**config.mk**
```make
export PLATFORM = sky130hd
export DESIGN_NAME = wr_arb_sched
export DESIGN_NICKNAME = d
export VERILOG_FILES = /design/src/rtl/wr_arb_sched_pkg.sv /design/src/rtl/wr_arb_sched_rr_pick.sv /design/src/rtl/wr_arb_sched.sv
export SDC_FILE = /design/constraint.sdc
export NUM_CORES = 1
export LEC_CHECK = 0
export BUFFER_PORTS_ARGS = -buffer_cell sky130_fd_sc_hd__buf_2
export CAP_MARGIN = 20
export CORE_AREA = 2 2 39 41
export CTS_CLUSTER_SIZE = 24
export DETAILED_ROUTE_END_ITERATION = 6
export DIE_AREA = 0 0 41 43
export GPL_TIMING_DRIVEN = 0
export PLACE_DENSITY = 0.63
export SLEW_MARGIN = 20
export SYNTH_ARGS = -nofsm -noshare
export SYNTH_HDL_FRONTEND = slang
export SYNTH_SLANG_ARGS = --single-unit
export TNS_END_PERCENT = 5
```
**constraint.sdc**
```tcl
create_clock -name clk -period 2.15 [get_ports clk]
set_clock_uncertainty 0.1 [all_clocks]
set_input_delay 0.3225 -clock clk [delete_from_list [all_inputs] [get_ports clk]]
set_output_delay 0.3225 -clock clk [all_outputs]
set_load 0.02 [all_outputs]
```
**src/rtl/wr_arb_sched_pkg.sv**
```systemverilog
// wr_arb_sched_pkg
// Shared types and constants for the write-channel arbiter/scheduler.
//   WR_ARB_NUM_M     number of write masters (fixed at 3)
//   wr_arb_state_t   scheduler FSM states IDLE/AW/W/B
//   wr_gnt_t         one-hot grant vector, one bit per master
//   WR_GNT_LAST_RST  reset value of the round-robin last-grant pointer (M2)
package wr_arb_sched_pkg;

    localparam int WR_ARB_NUM_M = 3;

    typedef enum logic [1:0] {
        IDLE = 2'd0,
        AW   = 2'd1,
        W    = 2'd2,
        B    = 2'd3
    } wr_arb_state_t;

    typedef logic [WR_ARB_NUM_M-1:0] wr_gnt_t;

    // Pointing at M2 after reset makes the first round-robin search start at M0.
    localparam wr_gnt_t WR_GNT_LAST_RST = wr_gnt_t'(1 << (WR_ARB_NUM_M - 1));

endpackage

```
**src/rtl/wr_arb_sched_rr_pick.sv**
```systemverilog
// wr_rr_pick
// Combinational request picker. Returns a one-hot pick among the requesting
// masters. With i_rr_en set the search starts at the master after the one
// flagged in i_last (round-robin); with i_rr_en clear the search always
// starts at M0, which gives fixed priority M0 > M1 > M2.
// Ports:
//   i_req    requesting masters (bit per master)
//   i_last   one-hot last-granted master
//   i_rr_en  1 = round-robin, 0 = fixed priority
//   o_pick   one-hot chosen master, zero when nobody requests
module wr_rr_pick
    import wr_arb_sched_pkg::*;
(
    input  wr_gnt_t i_req,
    input  wr_gnt_t i_last,
    input  logic    i_rr_en,
    output wr_gnt_t o_pick
);

    logic [1:0] w_start;
    logic       w_found;

    always_comb begin
        w_start = 2'd0;
        if (i_rr_en) begin
            if (i_last[0])      w_start = 2'd1;
            else if (i_last[1]) w_start = 2'd2;
            else                w_start = 2'd0;
        end
    end

    always_comb begin
        o_pick  = '0;
        w_found = 1'b0;
        for (int k = 0; k < WR_ARB_NUM_M; k++) begin
            int idx;
            idx = (int'(w_start) + k) % WR_ARB_NUM_M;
            if (!w_found && i_req[idx]) begin
                o_pick[idx] = 1'b1;
                w_found     = 1'b1;
            end
        end
    end

endmodule

```
**src/rtl/wr_arb_sched.sv**
```systemverilog
// wr_arb_sched
// Write-channel scheduler for three AXI-style masters sharing one slave path.
// One write is in flight at a time: the FSM walks IDLE -> AW -> W -> B -> IDLE
// and a new arbitration only happens in IDLE.
// Optional feature: define WR_ARB_RR_EN for round-robin arbitration; without
// it, arbitration is fixed priority M0 > M1 > M2 and no pointer is kept.
// Ports:
//   clk, rstn                      clock, asynchronous active-low reset
//   AWVALID_M0..2 / AWREADY_M0..2  per-master AW handshake
//   AWVALID_S / AWREADY_S          AW handshake toward the slave path
//   AW_GNT                         one-hot AW mux select (AW state only)
//   WVALID_SEL, WLAST_SEL          W valid/last of the owning master (muxed)
//   WREADY_S / WREADY_OWN          slave W ready / same gated to the owner
//   BVALID_S, BREADY_SEL           B handshake of slave and owning master
//   W_GNT                          one-hot W/B routing owner (AW, W, B states)
//   BUSY                           high whenever not IDLE
//   o_dbg_state                    current FSM state for observation
// Handshakes: a transfer happens on a rising edge where valid and ready are
// both high; valid never waits on ready, and ready is only ever passed
// through (gated by ownership and state), never registered.
module wr_arb_sched
    import wr_arb_sched_pkg::*;
(
    input  logic          clk,
    input  logic          rstn,
    input  logic          AWVALID_M0,
    input  logic          AWVALID_M1,
    input  logic          AWVALID_M2,
    output logic          AWREADY_M0,
    output logic          AWREADY_M1,
    output logic          AWREADY_M2,
    output logic          AWVALID_S,
    input  logic          AWREADY_S,
    output logic [2:0]    AW_GNT,
    input  logic          WVALID_SEL,
    input  logic          WLAST_SEL,
    input  logic          WREADY_S,
    output logic          WREADY_OWN,
    input  logic          BVALID_S,
    input  logic          BREADY_SEL,
    output logic [2:0]    W_GNT,
    output logic          BUSY,
    output wr_arb_state_t o_dbg_state
);

    wr_arb_state_t r_state;
    wr_arb_state_t w_state_nxt;
    wr_gnt_t       r_gnt;
    wr_gnt_t       w_gnt_nxt;
    wr_gnt_t       w_req;
    wr_gnt_t       w_pick;
    wr_gnt_t       w_last;
    logic          w_rr_en;
    logic          w_aw_hs;

    assign w_req = {AWVALID_M2, AWVALID_M1, AWVALID_M0};

`ifdef WR_ARB_RR_EN
    wr_gnt_t r_last;

    assign w_rr_en = 1'b1;
    assign w_last  = r_last;

    // Pointer only moves when a grant is taken (IDLE -> AW).
    always_ff @(posedge clk or negedge rstn) begin
        if (!rstn) begin
            r_last <= WR_GNT_LAST_RST;
        end else if (r_state == IDLE && (|w_req)) begin
            r_last <= w_pick;
        end
    end
`else
    assign w_rr_en = 1'b0;
    assign w_last  = '0;
`endif

    wr_rr_pick u_pick (
        .i_req   (w_req),
        .i_last  (w_last),
        .i_rr_en (w_rr_en),
        .o_pick  (w_pick)
    );

    // AWVALID_S follows the granted master live; the grant itself is held
    // even if that master drops its request before the handshake.
    assign AWVALID_S = (r_state == AW) && (|(r_gnt & w_req));
    assign w_aw_hs   = AWVALID_S && AWREADY_S;

    always_comb begin
        w_state_nxt = r_state;
        w_gnt_nxt   = r_gnt;
        case (r_state)
            IDLE: begin
                if (|w_req) begin
                    w_state_nxt = AW;
                    w_gnt_nxt   = w_pick;
                end
            end
            AW: begin
                if (w_aw_hs) begin
                    w_state_nxt = W;
                end
            end
            W: begin
                // Non-last beats transfer without changing state.
                if (WVALID_SEL && WREADY_S && WLAST_SEL) begin
                    w_state_nxt = B;
                end
            end
            B: begin
                if (BVALID_S && BREADY_SEL) begin
                    w_state_nxt = IDLE;
                    w_gnt_nxt   = '0;
                end
            end
            default: begin
                w_state_nxt = IDLE;
                w_gnt_nxt   = '0;
            end
        endcase
    end

    always_ff @(posedge clk or negedge rstn) begin
        if (!rstn) begin
            r_state <= IDLE;
            r_gnt   <= '0;
        end else begin
            r_state <= w_state_nxt;
            r_gnt   <= w_gnt_nxt;
        end
    end

    assign AWREADY_M0 = (r_state == AW) && r_gnt[0] && AWREADY_S;
    assign AWREADY_M1 = (r_state == AW) && r_gnt[1] && AWREADY_S;
    assign AWREADY_M2 = (r_state == AW) && r_gnt[2] && AWREADY_S;

    assign AW_GNT = (r_state == AW) ? r_gnt : '0;
    assign W_GNT  = (r_state != IDLE) ? r_gnt : '0;

    // W beats offered early (still in AW) are stalled, not dropped.
    assign WREADY_OWN = (r_state == W) && WREADY_S;

    assign BUSY        = (r_state != IDLE);
    assign o_dbg_state = r_state;

endmodule
```
==> results.json <==
{
  "status": "complete, no violations",
  "min_path_type": "in2reg",
  "dp_slack_ns": 0.3263,
  "worst_slew_pin_slew_ns": 0.2719,
  "synthCells": 46,
  "ys_ff_latch": 5,
  "ir_drop_v": 0.0006374,
  "p_clk_share_pct": 12.7,
  "vias": 413,
  "startpoint_type": "flop",
  "h-tree-depth": 1,
  "p_comb_share_pct": 63.7,
  "clock-sinks": 5,
  "instances_no_fill": 91,
  "crit_buf_inv": 2,
  "syn_to_final_growth_pct": 40.40,
  "dieArea_mm2": 0.001763,
  "slew_headroom_pct": 81.62,
  "finalHoldViolations": 0,
  "drt_iter0_drc": 3,
  "route.detailed.wl_per_inst_um": 9.571,
  "finalWorstPathRequiredPeriod_ns": 1.870,
  "postLayoutCellArea_um2": 613.1,
  "cts_made_buffers": 3,
  "tns_ns": 0,
  "setup_viol": 0,
  "worst_setup_path_end_kind": "primary output",
  "first_global_vias": 373,
  "swShare_pct": 45.65,
  "leakagePower_nw": 0.3477,
  "cp_slowest_cell": "dfrtp_1",
  "syn_area_um2": 436.7,
  "grt_usage_pct": 12.11,
  "slew_viol_final": 0,
  "fin_nets": 92,
  "path_class": "reg2out",
  "async_reset_ff_share_pct": 100.0,
  "hpwl_um": 710.5,
  "powerDensity_mw_per_mm2": 1348,
  "die_y_um": 43,
  "grt_pass1_wl_um": 1421,
  "gr-total-overflow": 0,
  "syn_area_per_cell_um2": 9.493,
  "ys.flop_type": "dfrtp_1",
  "finalCritPeriodShare_pct": 86.98,
  "synthTopCellsByArea": "dfrtp_1 29%, ha_1 14%, mux2_4 6.9%",
  "grt_max_degree": 9,
  "crit_family": "flip-flops",
  "drc": 0,
  "cap_violations": 0,
  "n_antenna_cell": 0,
  "yosys.area.top_type": "dfrtp_1",
  "fmax_mhz": 534.7,
  "dr.pass1.iters": 2,
  "synth-seq-area-share_pct": 28.65,
  "ys_types": 22,
  "cp_max_fo": 7,
  "slowest_delay_ns": 0.41,
  "clk_pin_slew_worst_paths_ns": 0.04,
  "p_sw_uw": 377.3,
  "critPathArrivalTime_ns": 1.45,
  "gp_congestion": 0.6582,
  "worstSkewPairLatency_ns": 0.24,
  "die_x_um": 41,
  "port_buffers": 24,
  "initial_core_util_pct": 31.56,
  "ys_warn_count": 0,
  "drive_gt1_share_pct": 46.67,
  "critPathRequiredTime_ns": 1.73,
  "route.antenna.remaining_nets": 0,
  "grt_antenna_before_repair": 0,
  "cts_tree": "built",
  "io_pins": 25,
  "viasPerCell": 4.538,
  "synth_top_area_share_pct": 28.65,
  "synth_top_cells_by_count": "5 x dfrtp_1, 5 x ha_1, 5 x inv_1, 4 x and2_1",
  "placed_area_um2": 576.8,
  "power_frac_seq_pct": 23.5,
  "drt-total-wl_um": 871,
  "grt_setup_unrepaired": "no",
  "root_buffer": "clkbuf_4",
  "internal-power_uw": 449.3,
  "crit_chain": "inv_1 -> ha_1 -> and2b_2 -> buf_2",
  "timing.final.ws_setup_ns": 0.2798,
  "clock_tree.buffer_depth": 2,
  "dp.cells": 86,
  "coreArea_mm2": 0.001384,
  "placementRows": 14,
  "synth_edf_count": 0,
  "syn_nets": 62
}
[timing repair]
action | in CTS | in global routing
hold buffers | 1 | 0
endpoints found under the hold margin | 5 | 0
gates resized for setup | 0 | 0
buffers inserted | 0 | 0
[tightest hold or removal path, cell delays in order]
cell	delay, ns
buf_2	0.12
nand3b_1	0.08
o21ai_0	0.07
[worst paths after layout]
kind                                start        endpoint  slack (ns)  depth (start not counted)
setup / recovery           o_dbg_state[0]        W_GNT[1]        0.28                          4
min in group asynchronous            rstn        r_gnt[2]        0.33                          2
setup reg to reg           o_dbg_state[0]  o_dbg_state[1]        0.33                          6
hold / removal                 AWVALID_M0        r_gnt[0]        0.30                          3
hold reg to reg                  r_gnt[1]        r_gnt[1]        0.49                          1
max in group asynchronous            rstn  o_dbg_state[1]        1.50                          2
[cells by family (layout without fill, tap and decap cells)]
| family | after synthesis | count (layout) | synth area share [%] |
|---|---|---|---|
| AOI/OAI and AO/OA | 6 | 6 | 10.32 |
| adders and majority gates | 5 | 5 | 14.33 |
| buffers and inverters | 5 | 34 | 4.298 |
| DFF | 5 | 5 | 28.65 |
| muxes | 4 | 4 | 11.75 |
| and+or+nand+nor | 21 | 21 | 30.66 |
[flip-flops by register name, summed over array words and instances (netlist names)]
signal	flops
r_gnt	3
o_dbg_state	2
[power groups by stage]
stage | Combinational [mW] | Sequential [mW] | Clock (mW)
floorplan | 0.377 | 0.202 | 0
global placement | 0.527 | 0.194 | 0
detailed placement | 0.533 | 0.196 | 0
CTS | 0.535 | 0.195 | 0.110
global route | 0.586 | 0.203 | 0.119
finish | 0.527 | 0.195 | 0.105
[layer usage]
| layer | share of wire [%] | vias to the layer above | track usage [%] |
|---|---|---|---|
| li1 | - | 218 | - |
| met5 | 0 | - | 0 |
| met2 | 42 | 20 | 18.13 |
| met1 | 46 | 175 | 14.38 |
| met3 | 12 | 0 | 9.424 |
| met4 | 0 | 0 | 0 |
[final cells by class]
type / instances / area (um^2)
fill: 159 / 770.7
sequential: 5 / 125.1
clock buffer: 4 / 26.28
multi-input combinational: 36 / 292.8
timing repair buffer: 25 / 130.1
inverter: 5 / 18.77
tap: 16 / 20.02
[metrics by stage]
stage | util, % | hold WS, ns | power, mW
3_5_place_dp | 41.68 | 0.03785 | 0.7288
4_1_cts | 44.30 | 0.2964 | 0.8399
3_3_place_gp | 41.68 | 0.03961 | 0.7208
6_report | 44.30 | 0.3021 | 0.8266
5_1_grt | 44.30 | 0.3342 | 0.9076
2_1_floorplan | - | -0.07309 | 0.5793
[placed cells by master, fill, tap and decap left out, types with 2 or more instances in the layout]
cell type  count
and3_1         3
buf_2         24
nor2_1         2
dfrtp_1        5
and2_1         4
nand2_1        3
mux2_4         2
ha_1           5
clkbuf_4       3
nand3_1        3
inv_1          5
and2b_2        2
Note: power is estimated with default switching activity, not from simulation.
